## src/rtl/barret_reduce_pipe_if.sv

```systemverilog
// barret_reduce_pipe_if: operand/result handshake bundle for barret_reduce_pipe.
// The slave modport is the reducer side; the master modport is the producer/consumer side.
// K and TAG_W must match the parameters of the reducer instance this bundle is bound to.
interface barret_reduce_pipe_if #(
    parameter int K     = 11,
    parameter int TAG_W = 8
);
    logic [2*K-1:0]   din_a;
    logic [TAG_W-1:0] din_tag;
    logic             din_valid;
    logic             din_ready;
    logic [K-1:0]     dout_r;
    logic [TAG_W-1:0] dout_tag;
    logic             dout_valid;
    logic             dout_ready;
    logic             busy;

    modport slave (
        input  din_a, din_tag, din_valid, dout_ready,
        output din_ready, dout_r, dout_tag, dout_valid, busy
    );

    modport master (
        output din_a, din_tag, din_valid, dout_ready,
        input  din_ready, dout_r, dout_tag, dout_valid, busy
    );
endinterface

```

## src/rtl/barret_reduce_pipe.sv

```systemverilog
// barret_reduce_pipe: three-stage pipelined Barrett reducer, dout_r = din_a mod Q.
// S1 holds the operand, S2 holds the quotient estimate, S3 holds the corrected result.
// All stages advance together whenever the output slot is empty or being taken.
// Optional transfer statistics are compiled in when BARRET_STATS_EN is defined.
module barret_reduce_pipe #(
    parameter int Q     = 1607,
    parameter int K     = 11,
    parameter int TAG_W = 8
) (
    input  logic                clk,
    input  logic                rst,
`ifdef BARRET_STATS_EN
    input  logic                clr_stats,
    output logic [31:0]         stat_count,
    output logic [31:0]         stat_dbl,
`endif
    barret_reduce_pipe_if.slave bus
);
    // Barrett constant floor(2^(2K)/Q); fits in K+1 bits because Q > 2^(K-1).
    localparam logic [K:0]   MU  = (K+1)'((64'd1 << (2*K)) / 64'(Q));
    localparam logic [K+1:0] Q_R = (K+2)'(Q);
    localparam logic [2*K:0] Q_T = (2*K+1)'(Q);

    logic             adv;

    logic             s1_v_q;
    logic [2*K-1:0]   s1_x_q;
    logic [TAG_W-1:0] s1_tag_q;

    // Only the low K+2 bits of x are needed past S1: the remainder x - qh*Q is
    // known to lie in [0, 3Q), so it is exact modulo 2^(K+2).
    logic             s2_v_q;
    logic [K+1:0]     s2_x_q;
    logic [TAG_W-1:0] s2_tag_q;
    logic [K:0]       s2_qh_q;
    logic [K:0]       s2_qh_d;

    logic             s3_v_q;
    logic [K-1:0]     s3_r_q;
    logic [K-1:0]     s3_r_d;
    logic [TAG_W-1:0] s3_tag_q;

    logic [K:0]       x_hi;
    logic [K+1:0]     r0;
    logic [K+1:0]     r1;
    logic             sub1;
    logic             sub2;

    // The pipe moves only when the output register is free or is being read this cycle.
    assign adv = !s3_v_q | bus.dout_ready;

    // Quotient estimate from S1, remainder and up to two corrective subtractions from S2.
    always_comb begin
        // NOTE: every variable in this block is assigned on every path, so no latch is inferred.
        x_hi    = s1_x_q[2*K-1:K-1];
        s2_qh_d = (K+1)'(((2*K+2)'(x_hi) * (2*K+2)'(MU)) >> (K+1));
        r0      = s2_x_q - (K+2)'((2*K+1)'(s2_qh_q) * Q_T);
        sub1    = (r0 >= Q_R);
        r1      = sub1 ? (r0 - Q_R) : r0;
        sub2    = (r1 >= Q_R);
        s3_r_d  = K'(sub2 ? (r1 - Q_R) : r1);
    end

    // Pipeline registers: load together on adv, otherwise every stage holds.
    always_ff @(posedge clk or posedge rst) begin
        // NOTE: sequential state uses non-blocking assignments so each stage samples the
        // previous stage's pre-edge value, which is what makes this a pipeline.
        if (rst) begin
            s1_v_q   <= 1'b0;
            s1_x_q   <= '0;
            s1_tag_q <= '0;
            s2_v_q   <= 1'b0;
            s2_x_q   <= '0;
            s2_tag_q <= '0;
            s2_qh_q  <= '0;
            s3_v_q   <= 1'b0;
            s3_r_q   <= '0;
            s3_tag_q <= '0;
        end else if (adv) begin
            s1_v_q   <= bus.din_valid;
            s1_x_q   <= bus.din_a;
            s1_tag_q <= bus.din_tag;
            s2_v_q   <= s1_v_q;
            s2_x_q   <= s1_x_q[K+1:0];
            s2_tag_q <= s1_tag_q;
            s2_qh_q  <= s2_qh_d;
            s3_v_q   <= s2_v_q;
            s3_r_q   <= s3_r_d;
            s3_tag_q <= s2_tag_q;
        end
    end

    assign bus.din_ready  = adv;
    assign bus.dout_valid = s3_v_q;
    assign bus.dout_r     = s3_r_q;
    assign bus.dout_tag   = s3_tag_q;
    assign bus.busy       = s1_v_q | s2_v_q | s3_v_q;

`ifdef BARRET_STATS_EN
    logic        s3_dbl_q;
    logic        out_xfer;
    logic [31:0] stat_count_q;
    logic [31:0] stat_dbl_q;

    assign out_xfer = s3_v_q & bus.dout_ready;

    // Remember whether the result now in S3 needed both corrective subtractions.
    always_ff @(posedge clk or posedge rst) begin
        if (rst) begin
            s3_dbl_q <= 1'b0;
        end else if (adv) begin
            s3_dbl_q <= sub2;
        end
    end

    // Transfer counters; a clear takes priority over a coincident transfer.
    always_ff @(posedge clk or posedge rst) begin
        if (rst) begin
            stat_count_q <= '0;
            stat_dbl_q   <= '0;
        end else if (clr_stats) begin
            stat_count_q <= '0;
            stat_dbl_q   <= '0;
        end else if (out_xfer) begin
            stat_count_q <= stat_count_q + 32'd1;
            if (s3_dbl_q) begin
                stat_dbl_q <= stat_dbl_q + 32'd1;
            end
        end
    end

    assign stat_count = stat_count_q;
    assign stat_dbl   = stat_dbl_q;
`endif
endmodule

```

## src/flat_wrapper.sv

```systemverilog
// flat-port wrapper written by rule: the top's interface ports become plain ports
module barret_reduce_pipe_flat 
#(
    parameter int Q     = 1607,
    parameter int K     = 11,
    parameter int TAG_W = 8
)
  (clk, rst, bus_din_a, bus_din_tag, bus_din_valid, bus_dout_ready, bus_din_ready, bus_dout_r, bus_dout_tag, bus_dout_valid, bus_busy);
  barret_reduce_pipe_if #(.K(K), .TAG_W(TAG_W)) bus_i ();
  input  logic clk;
  input  logic rst;
  input wire logic [$bits(bus_i.din_a)-1:0] bus_din_a;
  input wire logic [$bits(bus_i.din_tag)-1:0] bus_din_tag;
  input wire logic [$bits(bus_i.din_valid)-1:0] bus_din_valid;
  input wire logic [$bits(bus_i.dout_ready)-1:0] bus_dout_ready;
  output wire logic [$bits(bus_i.din_ready)-1:0] bus_din_ready;
  output wire logic [$bits(bus_i.dout_r)-1:0] bus_dout_r;
  output wire logic [$bits(bus_i.dout_tag)-1:0] bus_dout_tag;
  output wire logic [$bits(bus_i.dout_valid)-1:0] bus_dout_valid;
  output wire logic [$bits(bus_i.busy)-1:0] bus_busy;
  assign bus_i.din_a = bus_din_a;
  assign bus_i.din_tag = bus_din_tag;
  assign bus_i.din_valid = bus_din_valid;
  assign bus_i.dout_ready = bus_dout_ready;
  assign bus_din_ready = bus_i.din_ready;
  assign bus_dout_r = bus_i.dout_r;
  assign bus_dout_tag = bus_i.dout_tag;
  assign bus_dout_valid = bus_i.dout_valid;
  assign bus_busy = bus_i.busy;
  barret_reduce_pipe #(.Q(Q), .K(K), .TAG_W(TAG_W)) u_core (.clk(clk), .rst(rst), .bus(bus_i));
endmodule
```

## config.mk

```make
export PLATFORM = sky130hd
export DESIGN_NAME = barret_reduce_pipe_flat
export DESIGN_NICKNAME = d
export VERILOG_FILES = /design/src/rtl/barret_reduce_pipe_if.sv /design/src/rtl/barret_reduce_pipe.sv /design/src/flat_wrapper.sv
export SDC_FILE = /design/constraint.sdc
export NUM_CORES = 1
export LEC_CHECK = 0
export ABC_AREA = 1
export BUFFER_PORTS_ARGS = -buffer_cell sky130_fd_sc_hd__buf_2
export CORE_UTILIZATION = 60
export DETAILED_ROUTE_END_ITERATION = 10
export MAX_ROUTING_LAYER = met4
export PLACE_DENSITY = 0.88
export SYNTH_ARGS = -nofsm -noshare
export SYNTH_HDL_FRONTEND = slang
export SYNTH_SLANG_ARGS = --single-unit
```

## constraint.sdc

```tcl
create_clock -name clk -period 13.05 [get_ports clk]
set_clock_uncertainty 0.15 [all_clocks]
set_input_delay 0.6525 -clock clk [delete_from_list [all_inputs] [get_ports clk]]
set_output_delay 0.6525 -clock clk [all_outputs]
set_load 0.005 [all_outputs]
```

==> summary.txt, run 1 <==
Critical path
  • WP data required: 13130 ps
  • Slowest stage cell, crit path: fa_1
  • Reg-to-reg endpoint: u_core.bus.dout_r[6]$_DFFE_PP0P_
  • R2r worst-path depth: 24
  • Critical Path AT: 5990 ps
  • R2r setup slk: 7130 ps
  • Slowest Stage Delay on Critical Path: 540 ps
  • CP Max Fanout: 13
  • Crit path cell chain: inv_1 -> ha_1 -> fa_1 -> fa_1 -> fa_1 -> fa_1 -> inv_1 -> ha_1 -> inv_1 -> o21bai_1 -> nor2_1 -> o21ai_0 -> nor2_1 -> nand3_1 -> nand2_2 -> nand3_2 -> o21ai_0 -> nor2_2 -> a21oi_4 -> nand2_4 -> nand2_1 -> nand2_1 -> nand2_1 -> nand2_1
  • CP Launch Type: flop
  • WS Path Type: flop to flop
  • Critical path endpoint category: flop
  • R2R Path Start: u_core.s2_qh_q[1]$_DFFE_PP0P_

GRT
  • Initial antenna violation count: 0
  • Global-route wire length before repair: 31600 um
  • Grt ovf: 0
  • Vias in the first global route: 6945
  • Largest net degree at the start of global routing: 91
  • Tot GR Track Use: 0.287

STA
  • Setup tns final: 0 ps
  • Final setup viols: 0
  • Fin crit share: 0.453
  • Slew HR: 0.308
  • Final Hold Fails: 0
  • Pins Over Slew Limit: 0
  • F_max: 169 MHz
  • Fin crit period: 5920 ps
  • Worst Tran Pin Value: 1040 ps
  • RSZ-0062 raised after global routing: no

Yosys
  • Largest family of logic cells by synthesized area: adder cells
  • XOR/XNOR Fraction of Synth Area: 0.0244
  • Post-synthesis cell type count: 35
  • Synth Flop Type: dfrtp_1
  • Yosys reg bits: 85
  • Seq/Total Area, Yosys: 0.258
  • Mux cell area share after synthesis: 0
  • Post-Synthesis Cells: 1060
  • Synth warnings: 0
  • Post-synthesis simple-gate area fraction: 0.251
  • Post-Synth Adder-Cell Area: 0.319
  • Synth Area in Compound Gates: 0.0469
  • Post-Synthesis Cell Area: 0.00824 mm2
  • Post-synthesis async set-or-reset flop share: 1.00
  • Synth Area per Inst: 7.78 um2
  • Post-synth EDFFs: 0
  • Synth Net Count: 1275

CTS
  • Hold-fix buffers, CTS: 0
  • CTS tree: done
  • Number of buffers created by CTS: 9
  • Resized Gates After CTS: 0
  • CTS clk-pin slew, worst paths: 60 ps
  • Clock sink count: 85
  • Post-CTS setup buffer count: 0
  • Root Driver: clkbuf_16
  • Htree depth: 3
  • Clk Latency, worst-skew pair: 350 ps
  • Max clock buf depth: 2

Drt
  • Remaining DRCs: 0
  • DR vias/cell: 5.34
  • Antenna viol nets, final: 0
  • Wire length per cell: 14.5 um
  • Pre-antenna DRT Iters: 6
  • Total Wirelength: 18700 um
  • Iter 0 DRT Violations: 521
  • DR vias: 6897

Job
  • Maxcap violations: 0

Final layout
  • P&R area growth vs syn: 9.05%
  • Final #Nets: 1325
  • Layout cells sized above 1: 0.108
  • Fillers: 1015
  • N_diodes: 0

Floorplanning
  • Die area: 0.0142 mm2
  • Io pins: 56
  • Core ar.: 0.0133 mm2
  • Die Wd: 119 um
  • Initial Util: 0.620
  • Row count: 42
  • Die height: 119 um

Worst hold path
  • WHS Endpoint: u_core.s1_tag_q[5]$_DFFE_PP0P_
  • Hold path start: u_core.s1_tag_q[5]$_DFFE_PP0P_
  • Worst hold path depth: 2
  • Tightest Hold Check Type: flop to flop

Place
  • Post-DP HPWL: 13900 um
  • Buffers on Ports: 55
  • Global placement routability congestion: 0.949

Run status
  • Outcome: finished clean
[synthesized netlist by cell type, types with 4 or more instances]
cell,count,area share
nor2_4,4,0.0055
a21oi_1,18,0.011
nand2_2,15,0.011
nor2_2,5,0.0038
inv_1,194,0.088
ha_1,133,0.20
dfrtp_1,85,0.26
nor2_1,26,0.012
fa_1,48,0.12
nand3_2,4,0.0049
nand2_1,363,0.17
clkbuf_1,16,0.0073
o21ai_0,39,0.024
xor2_1,16,0.017
nand3_1,43,0.026
nand4_1,10,0.0076
xnor2_1,7,0.0074
inv_2,4,0.0018
[per-stage QoR]
step / instances / hold WS (ps) / cell area (um2) / utilization / worst slack, ps
after floorplan: 1060 / 292 / 8240 / - / 7770
after global placement: 1275 / 299 / 8680 / 0.653 / 7370
after detailed placement: 1275 / 311 / 8680 / 0.653 / 7220
after CTS: 1291 / 332 / 8990 / 0.676 / 7110
after global routing: 1291 / 347 / 8990 / 0.676 / 6740
final: 1291 / 333 / 8990 / 0.676 / 7130
[cells by family (layout without fill, tap and decap cells)]
logic type,Yosys count,in the layout
AOI/OAI and AO/OA,69,69
xor gates and xnor gates,23,23
adders and majority gates,181,181
buffers and inverters,218,273
DFF,85,85
and+or+nand+nor,484,484
[final cells by class]
| cell class | instances | area, um2 | share of cell area |
|---|---|---|---|
| multi-input combinational | 757 | 5290 | 0.588 |
| tap | 176 | 220 | 0.0245 |
| clock buffer | 9 | 225 | 0.0251 |
| clock inverter | 7 | 81.3 | 0.00905 |
| sequential | 85 | 2130 | 0.237 |
| timing repair buffer | 58 | 298 | 0.0331 |
| inverter | 199 | 749 | 0.0834 |
[layout by cell type (no fill, tap or decap), types with 3 or more instances in the layout]
cell type / count
nand2_1: 363
inv_1: 193
ha_1: 133
dfrtp_1: 85
buf_2: 55
fa_1: 48
nand3_1: 43
o21ai_0: 39
nor2_1: 25
a21oi_1: 18
xor2_1: 16
nand2_2: 15
nand4_1: 10
clkbuf_16: 9
xnor2_1: 7
nor2_4: 5
nor2_2: 5
inv_2: 4
nand3_2: 4
clkinv_2: 3
o21bai_1: 3
nand2_4: 3
nand3b_1: 3
or2_2: 3
buf_4: 3
[sequential cells by signal, summed over array words and instances (netlist names)]
name and flops:
u_core.s1_tag_q 8, u_core.s2_x_q 13, u_core.bus.dout_r 11, u_core.bus.dout_tag 8, u_core.s2_tag_q 8, u_core.s2_v_q 1, u_core.s1_v_q 1, u_core.s2_qh_q 12
u_core.s1_x_q 22, u_core.bus.dout_valid 1
[how the worst max path moves through the flow]
| stage | from | end | cells past startpoint |
|---|---|---|---|
| 2_1_floorplan | u_core.s2_qh_q[2]$_DFFE_PP0P_ | u_core.bus.dout_r[10]$_DFFE_PP0P_ | 27 |
| 3_3_place_gp | u_core.s2_qh_q[1]$_DFFE_PP0P_ | u_core.bus.dout_r[8]$_DFFE_PP0P_ | 24 |
| 3_5_place_dp | u_core.s2_qh_q[2]$_DFFE_PP0P_ | u_core.bus.dout_r[6]$_DFFE_PP0P_ | 24 |
| 4_1_cts | u_core.s2_qh_q[2]$_DFFE_PP0P_ | u_core.bus.dout_r[6]$_DFFE_PP0P_ | 24 |
| 5_1_grt | u_core.s2_qh_q[2]$_DFFE_PP0P_ | u_core.bus.dout_r[6]$_DFFE_PP0P_ | 24 |
| 6_report | u_core.s2_qh_q[1]$_DFFE_PP0P_ | u_core.bus.dout_r[6]$_DFFE_PP0P_ | 24 |
[worst max-delay path: cells and delay by family (launching register included)]
family	cells	cell delay (ps)
DFF	1	510
buffers and inverters	3	290
AOI/OAI and AO/OA	4	890
adders and majority gates	6	2720
and+or+nand+nor	11	1250
[per-layer routing]
metal / global-route usage / share of wire
met5: - / 0
met4: 0.114 / 0.031
met3: 0.0316 / 0.034
met2: 0.506 / 0.51
met1: 0.334 / 0.42
Power of run 1 is not shown: default switching activity piles up to over one toggle a cycle in this logic, so the estimate is an artifact.
==> inputs of run 2 (changes only) <==
--- a/config.mk
+++ b/config.mk
@@ -5,12 +5,12 @@
 export SDC_FILE = /design/constraint.sdc
 export NUM_CORES = 1
 export LEC_CHECK = 0
-export ABC_AREA = 1
+export ABC_AREA = 0
 export BUFFER_PORTS_ARGS = -buffer_cell sky130_fd_sc_hd__buf_2
-export CORE_UTILIZATION = 60
+export CORE_UTILIZATION = 56
 export DETAILED_ROUTE_END_ITERATION = 10
 export MAX_ROUTING_LAYER = met4
-export PLACE_DENSITY = 0.88
+export PLACE_DENSITY = 0.87
 export SYNTH_ARGS = -nofsm -noshare
 export SYNTH_HDL_FRONTEND = slang
 export SYNTH_SLANG_ARGS = --single-unit
==> constraint.sdc (replaced) <==
create_clock -name clk -period 4.9 [get_ports clk]
set_clock_uncertainty 0.15 [all_clocks]
set_input_delay 0.245 -clock clk [delete_from_list [all_inputs] [get_ports clk]]
set_output_delay 0.245 -clock clk [all_outputs]
set_load 0.005 [all_outputs]
==> run 2 against run 1 <==
  * The flow now finishes with violations (negative setup slack)
  * Flip-flop and latch count unchanged
  * Register-to-register slack got worse by 8500 ps
  * Via count increased by 20%
  * Final cell count decreased by 9.5%
  * Fmax decreased by 6.2%
  * Sequential share of layout area decreased by 3.4 points
  * Critical path depth decreased by 3
  * Area after synthesis decreased by 4.8%
  * Critical path type unchanged
==> summary.txt, run 2 <==
Yosys
  • Synth warnings: 0 (unchanged)
  • Seq/Total Area, Yosys: 0.271 (+0.0130)
  • Post-synth EDFFs: 0 (unchanged)
  • Synth Net Count: 970 (-24%)
  • Synth area leaders: dfrtp_1, ha_1, fa_1
  • Synth top area share: 0.271 (+0.0130)
  • Synth Area per Inst: 10.4 um2 (+34%)
  • Post-synthesis async set-or-reset flop share: 1.00 (unchanged)
  • Yosys reg bits: 85 (unchanged)
  • Post-synthesis cell type count: 63 (+80%)
  • Post-synth top cells: ha_1, inv_1, dfrtp_1, mux2_2, fa_1
  • Most frequent cell after synthesis: ha_1
  • Synth area leader: dfrtp_1
  • Post-Synthesis Cells: 755 (-29%)
  • Synth Flop Type: dfrtp_1
  • Post-Synthesis Cell Area: 0.00785 mm2 (-4.8%)

CTS
  • Clock sink count: 85 (unchanged)
  • CTS tree: done
  • CTS clk-pin slew, worst paths: 80 ps (+20 ps)
  • Htree depth: 3 (unchanged)
  • Max clock buf depth: 2 (unchanged)
  • Clk Latency, worst-skew pair: 390 ps (+40 ps)
  • Number of buffers created by CTS: 9 (unchanged)
  • Root Driver: clkbuf_16

Critical path
  • R2r worst-path depth: 21 (-13%)
  • CP dominant cell by count: ha_1
  • Crit path cell chain: inv_2 -> fa_1 -> inv_1 -> ha_1 -> ha_1 -> fa_1 -> inv_1 -> ha_1 -> a21o_1 -> a21o_1 -> nor3b_1 -> a211oi_2 -> or3b_4 -> a31o_4 -> a211oi_4 -> xor2_2 -> o41ai_4 -> a21boi_4 -> o211ai_1 -> xnor2_1 -> a21oi_1
  • Slowest stage cell, crit path: fa_1
  • CP Launch Type: flop
  • Critical path endpoint category: flop
  • CP Max Fanout: 6 (-7)
  • Critical Path AT: 6420 ps (+430 ps)
  • Slowest Stage Delay on Critical Path: 570 ps (+30 ps)
  • WP data required: 5010 ps (-8120 ps)
  • WS Path Type: flop to flop

Drt
  • Pre-antenna DRT Iters: 8 (+2)
  • DR vias: 8266 (+20%)
  • Iter 0 DRT Violations: 1211 (+130%)
  • Wire length per cell: 30.6 um (+110%)
  • Antenna viol nets, final: 0 (unchanged)
  • Total Wirelength: 35700 um (+91%)
  • DR vias/cell: 7.07 (+32%)
  • Remaining DRCs: 0 (unchanged)

GRT
  • Tot GR Track Use: 0.447 (+0.160)
  • Global-route wire length before repair: 46000 um (+46%)
  • Largest net degree at the start of global routing: 83 (-8.8%)
  • Vias in the first global route: 8217 (+18%)
  • Initial antenna violation count: 2 (+2)
  • Grt ovf: 0 (unchanged)

Final layout
  • Biggest regs: u_core.s1_x_q (22), u_core.s2_x_q (13), u_core.s2_qh_q (12)
  • Layout cells sized above 1: 0.378 (+0.271)
  • Finished Core Util: 0.784 (+0.108)
  • Register with the most flip-flops: u_core.s1_x_q
  • Final #Nets: 1201 (-9.4%)
  • Commonest non-fill, non-tap cell in the layout: buf_4
  • Commonest cells after routing, fill and taps aside: buf_4, inv_1, ha_1
  • P&R area growth vs syn: 34.4%
  • Max reg flops: 22 (unchanged)

STA
  • Final setup viols: 20 (+20)
  • Final Hold Fails: 0 (unchanged)
  • Worst Tran Pin Value: 1070 ps (+32.2 ps)
  • Fin crit share: 1.29 (+0.834)
  • Setup slack after layout: -1410 ps (-8540 ps)
  • Pins Over Slew Limit: 0 (unchanged)
  • F_max: 159 MHz (-6.2%)
  • Fin crit period: 6310 ps (+391 ps)
  • RSZ-0062 raised after global routing: yes
  • Slew HR: 0.286 (-0.0215)

Worst hold path
  • Tightest Hold Check Type: flop to flop
  • Worst hold path depth: 1 (-1)

Run status
  • Violated checks: negative setup slack
  • Outcome: finished, violations left

Floorplanning
  • Die area: 0.0145 mm2 (+2.0%)
  • Row count: 42 (unchanged)
  • Core ar.: 0.0135 mm2 (+1.2%)
  • Io pins: 56 (unchanged)
  • Initial Util: 0.583 (-0.0366)
  • Die height: 120 um (+0.99%)
  • Die Wd: 120 um (+0.99%)

Job
  • Maxcap violations: 0 (unchanged)

Place
  • Buffers on Ports: 55 (unchanged)
  • Post-DP HPWL: 14800 um (+6.3%)
  • Global placement routability congestion: 0.893 (-6.0%)
==> run 2: timing repair <==
action,4_1_cts,5_1_grt
setup buffers,14,6
hold endpoints to repair,61,1
setup endpoints to repair,17,18
pin swaps,46,17
hold buffers,31,1
gates resized for setup,47,27
==> run 2: cells by family (layout without fill, tap and decap cells) <==
| family | count (synthesis) | count (layout) | share of synthesized area |
|---|---|---|---|
| adder cells (fa/ha/maj) | 181 | 181 | 0.335 |
| buffers and inverters | 147 | 383 | 0.0716 |
| AND/OR/NAND/NOR | 117 | 117 | 0.0733 |
| AO/OA/AOI/OAI | 114 | 114 | 0.106 |
| flip-flops | 85 | 85 | 0.271 |
| multiplexers | 60 | 60 | 0.0861 |
| XOR/XNOR | 51 | 51 | 0.0579 |
| other | 0 | 2 | 0 |
==> run 2: final timing paths <==
| check | start | end | slack (ps) |
|---|---|---|---|
| max reg2reg | u_core.s2_qh_q[5]$_DFFE_PP0P_ | u_core.bus.dout_r[4]$_DFFE_PP0P_ | -1410 |
| min | u_core.bus.dout_tag[6]$_DFFE_PP0P_ | u_core.bus.dout_tag[6]$_DFFE_PP0P_ | 370 |
| min in group asynchronous | rst | u_core.s2_qh_q[4]$_DFFE_PP0P_ | 380 |
| max in group asynchronous | rst | u_core.bus.dout_r[10]$_DFFE_PP0P_ | 3080 |
| max | u_core.s2_qh_q[5]$_DFFE_PP0P_ | u_core.bus.dout_r[4]$_DFFE_PP0P_ | -1410 |
| min reg2reg | u_core.bus.dout_tag[6]$_DFFE_PP0P_ | u_core.bus.dout_tag[6]$_DFFE_PP0P_ | 370 |
==> run 2: final cells by class <==
type	count	area, um2
repair buffers	237	1760
well taps	176	220
flip-flops and latches	85	2140
multi-input cells	523	5650
clock inverters	7	67.6
clock buffers	9	225
fillers	627	2900
diodes	2	5.00
inverters	130	492
==> run 2: layer usage <==
layer | wire length [um] | vias up | part of all wire | track usage
met5 | 0 | - | 0 | -
met4 | 3950 | 0 | 0.11 | 0.369
met3 | 5280 | 450 | 0.15 | 0.122
met2 | 15300 | 957 | 0.43 | 0.689
met1 | 11200 | 3858 | 0.31 | 0.485
li1 | - | 3001 | - | -
==> run 2: worst max-delay path: cells and delay by family, from the launching register on <==
family	cells	cell delay, ps
buffers and inverters	3	230
AO/OA/AOI/OAI	9	2220
flip-flops	1	420
XOR/XNOR	2	250
AND/OR/NAND/NOR	2	880
adder cells (fa/ha/maj)	5	2020
==> run 2: per-stage QoR <==
step           std cells  cell area [um2]  setup WS [ps]  hold WS (ps)  setup TNS [ps]
2_1_floorplan        755             7950           -823           212           -7330
3_3_place_gp        1100             9370           -739           156           -7580
3_5_place_dp        1100             9370           -954           168          -10470
4_1_cts             1160            10300           -919          7.90           -9440
5_1_grt             1169            10600          -1690           385          -18280
6_report            1169            10600          -1410           369          -16740
Power of run 2 is left out for the same reason.
==> inputs of run 3 (changes only) <==
--- a/config.mk
+++ b/config.mk
@@ -10,7 +10,7 @@
 export CORE_UTILIZATION = 56
 export DETAILED_ROUTE_END_ITERATION = 10
 export MAX_ROUTING_LAYER = met4
-export PLACE_DENSITY = 0.87
+export PLACE_DENSITY = 0.76
 export SYNTH_ARGS = -nofsm -noshare
 export SYNTH_HDL_FRONTEND = slang
 export SYNTH_SLANG_ARGS = --single-unit
==> run 3 against run 2 <==
  * The run still ends with negative setup slack left
  * Count of clock-buffer cells in the layout stayed put
  * Via count is 20% lower
  * Critical path depth is 2 higher
  * Non-clock buffer count fell by 11
  * Fmax is 8.7% higher
  * Register-to-register slack better by 510 ps
  * Flip-flop and latch count stayed put
  * Wire length decreased by 36%
  * Final cell count decreased by 1.0%
  * Critical path type unchanged
==> summary.txt, run 3 (synthesized netlist as in run 2, its figures left out) <==
CTS
  • Root Driver: clkbuf_16
  • Max clock buf depth: 2 (unchanged)
  • CTS tree: done
  • CTS clk-pin slew, worst paths: 70 ps (about the same)
  • Clock sink count: 85 (unchanged)
  • Number of buffers created by CTS: 9 (unchanged)
  • Clk Latency, worst-skew pair: 360 ps (-30 ps)
  • Htree depth: 3 (unchanged)

Final layout
  • Commonest non-fill, non-tap cell in the layout: buf_4
  • Fillers: 745 (+19%)
  • Max reg flops: 22 (unchanged)
  • Layout cells sized above 1: 0.361 (-0.0172)
  • Commonest cells after routing, fill and taps aside: buf_4, inv_1, ha_1
  • Register with the most flip-flops: u_core.s1_x_q
  • Final Non-Filler Cells: 1157 (-1.0%)
  • Final #Nets: 1190 (-0.92%)
  • Finished Core Util: 0.773 (-0.0111)
  • Biggest regs: u_core.s1_x_q (22), u_core.s2_x_q (13), u_core.s2_qh_q (12)
  • P&R area growth vs syn: 32.5%

STA
  • Fin crit share: 1.18 (-0.103)
  • Final Hold Fails: 0 (unchanged)
  • RSZ-0062 raised after global routing: yes
  • Worst Tran Pin Value: 805 ps (-266 ps)
  • F_max: 172 MHz (+8.7%)
  • Pins Over Slew Limit: 0 (unchanged)
  • Slew HR: 0.464 (+0.177)
  • Final setup viols: 14 (-30%)
  • Fin crit period: 5800 ps (-506 ps)
  • Setup slack after layout: -902 ps (+506 ps)

Floorplanning
  • Die Wd: 120 um (unchanged)
  • Initial Util: 0.583 (unchanged)
  • Die height: 120 um (unchanged)
  • Core ar.: 0.0135 mm2 (unchanged)
  • Die area: 0.0145 mm2 (unchanged)
  • Io pins: 56 (unchanged)
  • Row count: 42 (unchanged)

GRT
  • Grt ovf: 0 (unchanged)
  • Vias in the first global route: 7019 (-15%)
  • Global-route wire length before repair: 33500 um (-27%)
  • Largest net degree at the start of global routing: 66 (-20%)
  • Initial antenna violation count: 1 (-1)
  • Tot GR Track Use: 0.309 (-0.138)

Drt
  • Total Wirelength: 23000 um (-36%)
  • Antenna viol nets, final: 0 (unchanged)
  • Iter 0 DRT Violations: 401 (-67%)
  • Remaining DRCs: 0 (unchanged)
  • DR vias/cell: 5.75 (-19%)
  • Pre-antenna DRT Iters: 6 (-2)
  • Wire length per cell: 19.8 um (-35%)
  • DR vias: 6654 (-20%)

Run status
  • Outcome: finished, violations left
  • Violated checks: negative setup slack

Critical path
  • CP endpoint: u_core.bus.dout_r[2]$_DFFE_PP0P_
  • Critical path endpoint category: flop
  • Critical Path AT: 5930 ps (-490 ps)
  • CP Launch Type: flop
  • R2r worst-path depth: 23 (+9.5%)
  • CP Max Fanout: 8 (+2)
  • CP startpoint: u_core.s2_qh_q[7]$_DFFE_PP0P_
  • R2R Path Start: u_core.s2_qh_q[7]$_DFFE_PP0P_
  • Reg-to-reg endpoint: u_core.bus.dout_r[2]$_DFFE_PP0P_
  • WP data required: 5030 ps (+20 ps)
  • R2r setup slk: -900 ps (+510 ps)
  • WS Path Type: flop to flop

Job
  • Maxcap violations: 0 (unchanged)

Worst hold path
  • Tightest Hold Check Type: input port to flop

Place
  • Buffers on Ports: 55 (unchanged)
  • Global placement routability congestion: 0.923 (+3.4%)
  • Inst Count DP: 1092 (-0.73%)
  • Post-DP HPWL: 13700 um (-7.6%)
## run 3: through the flow
stage | setup TNS [ps] | worst slack, ps | hold WS (ps) | instance area (um2)
detailed placement | -10000 | -933 | 247 | 9310
finish | -9250 | -902 | 8.41 | 10400
global placement | -7740 | -767 | 229 | 9310
global route | -11800 | -1100 | -1.91 | 10400
CTS | -8670 | -858 | 0.782 | 10200
floorplan | -7330 | -823 | 212 | 7950
## run 3: critical path, cell delays in order (launching register included)
cell and delay (ps):
dfrtp_1 390, inv_2 50, fa_1 530, inv_1 40
ha_1 280, inv_2 40, fa_1 470, inv_1 40
fa_1 490, inv_2 50, ha_4 150, or4_1 400
o211ai_1 120, o21ba_4 200, o21ai_1 100, or3b_4 390
a31o_4 250, nand2_4 80, mux2_4 320, o41ai_4 420
a21boi_4 160, o211a_1 260, a211o_1 280, o221ai_2 60
## run 3: metal layers
metal  global-route usage  share of wire  up-vias
met1                0.359           0.39     3219
met3               0.0429          0.051      135
met2                0.540           0.50      321
met4                0.129          0.062        0
met5                    -              0        -
li1                     -              -     2979
## run 3: worst min path at each step
stage / from / endpoint / cells after the start
final: bus_din_a[14] / u_core.s1_x_q[14]$_DFFE_PP0P_ / 2
after global routing: bus_din_a[14] / u_core.s1_x_q[14]$_DFFE_PP0P_ / 2
after CTS: bus_din_a[14] / u_core.s1_x_q[14]$_DFFE_PP0P_ / 2
after detailed placement: rst / u_core.bus.dout_tag[3]$_DFFE_PP0P_ / 2
after global placement: rst / u_core.bus.dout_tag[3]$_DFFE_PP0P_ / 2
after floorplan: bus_din_a[20] / u_core.s1_x_q[20]$_DFFE_PP0P_ / 2
## run 3: final cells by class
type	instances	area [um2]	area share
multi-input cells	523	5580	0.537
flip-flops and latches	85	2140	0.205
repair buffers	226	1670	0.160
inverters	130	489	0.0470
clock buffers	9	225	0.0217
well taps	176	220	0.0212
clock inverters	7	77.6	0.00746
diodes	1	2.50	0.000241
## run 3: timing repair
item,4_1_cts,5_1_grt
hold buffers,29,1
gates resized for setup,36,21
pin swaps,43,14
endpoints found under the setup margin,15,16
endpoints found under the hold margin,73,1
buffers inserted,16,2
Power of run 3 is left out for the same reason.
